<file path="src/rtl/cache_drain_unit.sv">
// Drain sequencer for the MEM stage: once the store buffer is empty, walks every
// data-cache line and writes each valid+dirty line back to memory, then clears its dirty bit.
module cache_drain_unit #(
  parameter int NUM_LINES = 4,
  parameter int LINE_W    = 128,
  parameter int IDX_W     = $clog2(NUM_LINES),
  parameter int TAG_W     = 32 - IDX_W - 4
) (
  input  logic              clock,
  input  logic              reset,
  input  logic              drain_req,
  input  logic              sb_empty,
  output logic              drain_busy,
  output logic              drain_done,
  output logic [IDX_W-1:0]  rd_index,
  input  logic              rd_valid,
  input  logic              rd_dirty,
  input  logic [TAG_W-1:0]  rd_tag,
  input  logic [LINE_W-1:0] rd_data,
  output logic              clr_dirty,
  output logic [IDX_W-1:0]  clr_index,
  output logic              mem_req,
  output logic [31:0]       mem_addr,
  output logic [LINE_W-1:0] mem_wdata,
  input  logic              mem_ready,
  output logic [IDX_W:0]    lines_written
);

  typedef enum logic [2:0] {
    IDLE, WAIT_SB, READ, CHECK, WRITE, CLEAR, DONE, REARM
  } state_t;

  state_t              state, state_nxt;
  logic [IDX_W-1:0]    idx;
  logic [IDX_W:0]      lines_written_q;
  logic [31:0]         mem_addr_q;
  logic [LINE_W-1:0]   mem_wdata_q;

  logic start, hit, last, advance;

  assign start   = (state == IDLE) && drain_req;
  assign hit     = rd_valid && rd_dirty;
  assign last    = (idx == IDX_W'(NUM_LINES - 1));
  assign advance = ((state == CHECK) && !hit) || (state == CLEAR);

  always_ff @(posedge clock or negedge reset) begin
    if (!reset) begin
      state           <= IDLE;
      idx             <= '0;
      lines_written_q <= '0;
      mem_addr_q      <= '0;
      mem_wdata_q     <= '0;
    end else begin
      state <= state_nxt;
      if (start) begin
        idx             <= '0;
        lines_written_q <= '0;
      end else if (advance && !last) begin
        idx <= idx + 1'b1;
      end
      if ((state == CHECK) && hit) begin
        mem_addr_q  <= {rd_tag, idx, 4'b0000};
        mem_wdata_q <= rd_data;
      end
      if ((state == WRITE) && mem_ready)
        lines_written_q <= lines_written_q + 1'b1;
    end
  end

  always_comb begin
    state_nxt = state;
    case (state)
      IDLE:    if (drain_req) state_nxt = WAIT_SB;
      WAIT_SB: if (sb_empty) state_nxt = READ;
      READ:    state_nxt = CHECK;
      CHECK:   if (hit) state_nxt = WRITE;
               else     state_nxt = last ? DONE : READ;
      WRITE:   if (mem_ready) state_nxt = CLEAR;
      CLEAR:   state_nxt = last ? DONE : READ;
      DONE:    state_nxt = REARM;
      REARM:   if (!drain_req) state_nxt = IDLE;
      default: state_nxt = IDLE;
    endcase
  end

  // The stall is released in the same cycle the completion pulse fires.
  always_comb begin
    drain_busy = 1'b0;
    case (state)
      WAIT_SB, READ, CHECK, WRITE, CLEAR: drain_busy = 1'b1;
      default:                            drain_busy = 1'b0;
    endcase
  end

  assign drain_done    = (state == DONE);
  assign clr_dirty     = (state == CLEAR);
  assign mem_req       = (state == WRITE);
  assign rd_index      = idx;
  assign clr_index     = idx;
  assign mem_addr      = mem_addr_q;
  assign mem_wdata     = mem_wdata_q;
  assign lines_written = lines_written_q;

endmodule

</file>
<file path="config.mk">
export PLATFORM = sky130hd
export DESIGN_NAME = cache_drain_unit
export DESIGN_NICKNAME = d
export VERILOG_FILES = /design/src/rtl/cache_drain_unit.sv
export SDC_FILE = /design/constraint.sdc
export NUM_CORES = 1
export LEC_CHECK = 0
export CAP_MARGIN = 20
export CORE_AREA = 2 2 131 133
export CTS_CLUSTER_SIZE = 16
export DETAILED_ROUTE_END_ITERATION = 10
export DIE_AREA = 0 0 133 135
export DONT_BUFFER_PORTS = 1
export GPL_TIMING_DRIVEN = 0
export PLACE_DENSITY = 0.51
export SYNTH_ARGS = -nofsm -noshare
export SYNTH_HDL_FRONTEND = slang
export SYNTH_SLANG_ARGS = --single-unit
</file>
<file path="constraint.sdc">
create_clock -name clock -period 1.8 [get_ports clock]
set_input_delay 0.45 -clock clock [delete_from_list [all_inputs] [get_ports clock]]
set_output_delay 0.45 -clock clock [all_outputs]
set_load 0.01 [all_outputs]
</file>
==> reports/metrics.yaml <==
critical_path:
  critPathArrivalTime_ps: 1300
  worstPathRequired_ps: 1350
  critical_path_peak_fanout: 10
  startpoint_type: "flip-flop"
  worstSetupPathType: "reg -> out"
  end_kind: "output port"
sta:
  layout_setup_ws_ps: 45.9
  max_clock_freq_ghz: 0.570
  slew_violations: 0
  skew_ps: 12.0
  setup_tns_ps: 0
  holdWs_ps: -280
  fin_crit_ps: 1750
  rsz0062_at_grt: "true"
  fin_crit_sh_pct: 97.4
  report.final.setup_viol: 0
  finalHoldViolCount: 164
global_route:
  grt_start_max_net_pins: 165
  antenna_found_initial: 0
  track_usage_pct: 15.8
  grt_pass1_vias: 3687
  overflow: 0
  grt_pass1_wl_um: 21500
placed_design:
  numPortBuffers: 0
  dp_hpwl_um: 10500
  pre_cts_slack_ps: 84.1
  place_inst: 623
  gp_congestion: 0.740
cts:
  numCtsBuffers: 17
  cts_root_buf: "clkbuf_16"
  cts_tree: "built"
  htreeDepth: 4
  cts_buffer_depth: 2
  clk_pin_slew_ps: 70
  cts_sinks: 164
  clk_latency_ps: 420
detailed_routing:
  routed_wl_um: 14200
  drc: 0
  first_pass_iters: 4
  vias: 3368
  ant_nets: 0
  first_iter_violations: 94
  routedWlPerCell_um: 21.4
  via_per_inst: 5.10
cells_and_area:
  layout_commonest_cell: "dfrtp_1"
  diodes: 0
  seq_area_um2: 4100
  nNetsFinal: 591
  layout_common_cells: "dfrtp_1, mux2_2, mux2_1"
  num-fill-cells: 1461
  fin_cells: 661
  multiInputGateArea_um2: 2130
  syn2layout_area_growth_pct: 15.4
  drive_gt1_share_pct: 45.8
die:
  die-area_um2: 18000
  die_height_um: 135
  initial_core_util_pct: 39.1
  num_io_pins: 332
  rows: 47
  die_w_um: 133
  design.core.area_um2: 16400
yosys:
  ys_seq_elements: 164
  ys_warn_count: 0
  synth_cells: 400
  ys_seq_area_share_pct: 63.9
  synth_area_per_cell_um2: 16.0
  synth.distinct_cells: 31
  syn_area_um2: 6420
worst_hold_path:
  hold_class: "in -> async"
power:
  p_leak_uw: 0.00319
  vdd_ir_drop_max_uv: 722
  p_per_area_nw_per_um2: 1940
run_status:
  outcome: "finished with violations"
  violations: "negative hold slack"
flow_run:
  drv_cap: 0
-- synth_stat cells, drive strengths merged --
cell | instances | share of area (%)
mux2 | 156 | 27
a21boi | 1 | 0.12
or2 | 1 | 0.098
mux2i | 3 | 0.47
o21ba | 1 | 0.16
a31oi | 2 | 0.19
dfrtp | 164 | 64
nand3b | 1 | 0.12
a21oi | 5 | 0.39
ha | 2 | 0.39
nand2 | 10 | 0.58
o21a | 1 | 0.12
nand2b | 2 | 0.19
buf | 24 | 3.6
o21ai | 6 | 0.47
nand3 | 1 | 0.078
conb | 1 | 0.058
nor3 | 3 | 0.31
or3 | 1 | 0.098
inv | 1 | 0.058
o221ai | 1 | 0.14
clkbuf | 2 | 0.12
nor2 | 5 | 0.29
nor2b | 3 | 0.29
nor3b | 1 | 0.12
and3 | 1 | 0.098
a22o | 1 | 0.14
-- through the flow --
step                      util (%)  hold slack (ps)  area [um^2]  power (uW)
after floorplan                  -              154         6430        9860
after global placement        40.9              158         6710       10700
after detailed placement      40.9              158         6710       10800
after CTS                     44.9             -300         7360       14600
after global routing          45.2             -306         7410       15300
final                         45.2             -280         7410       14400
-- layer usage --
layer / GRT usage (%) / share of wire, % / up-vias
met5: 0 / 0 / -
met3: 6.61 / 9.6 / 15
met1: 17.2 / 35 / 1713
li1: - / - / 1457
met4: 6.27 / 1.7 / 0
met2: 27.3 / 54 / 183
-- kinds of logic (layout without fill, tap and decap cells) --
kind of cell,count (synthesis),in the layout,share of synthesized area [%]
multiplexers,159,159,27.8
other,1,4,0.0584
flip-flops,164,164,63.9
adder cells (fa/ha/maj),2,2,0.390
AND/OR/NAND/NOR,29,29,2.28
buffers and inverters,27,65,3.78
AO/OA/AOI/OAI,18,18,1.72
-- cell type report --
cell class / count / share of cell area (%)
Buffer: 26 / 3.60
Sequential cell: 164 / 55.4
Timing Repair Buffer: 6 / 0.659
Tap cell: 220 / 3.71
Clock buffer: 20 / 6.16
Multi-Input combinational cell: 212 / 28.7
Inverter: 1 / 0.101
Clock inverter: 12 / 1.64
-- flip-flops by register name, indices dropped and copies added (netlist names) --
| register | count |
|---|---|
| clr_index | 2 |
| lines_written | 3 |
| state | 3 |
| mem_wdata | 128 |
| mem_addr | 28 |
-- worst max-delay path, stage by stage, from the launching register on --
cell	delay, ps
dfrtp_1	370
buf_6	150
clkinvlp_4	160
nor3_4	200
-- what timing repair did --
| item | CTS | global route |
|---|---|---|
| endpoints found under the setup margin | 4 | 70 |
| gates cloned | 0 | 1 |
| gates resized for setup | 16 | 7 |
| buffers inserted | 3 | 2 |
| endpoints found under the hold margin | 164 | 164 |
| pin swaps | 2 | 3 |
-- final timing paths --
kind                                start        endpoint  slack (ps)  cells after the start
hold reg to reg            mem_wdata[116]  mem_wdata[116]         560                      1
min in group clock           rd_data[123]  mem_wdata[123]         160                      1
hold / removal                      reset   mem_wdata[64]        -280                      0
max in group asynchronous           reset   mem_wdata[14]        1870                      0
setup / recovery                 state[2]         mem_req          50                      3
setup reg to reg                 state[1]   mem_wdata[16]          90                      7
-- power breakdown --
group / switching [uW] / internal [uW] / total, uW
Clock: 1490 / 2000 / 3490
Combinational: 1100 / 1920 / 3020
Sequential: 2310 / 5560 / 7870
Total: 4900 / 9480 / 14400
No activity file was read; power rests on OpenSTA's default activity.
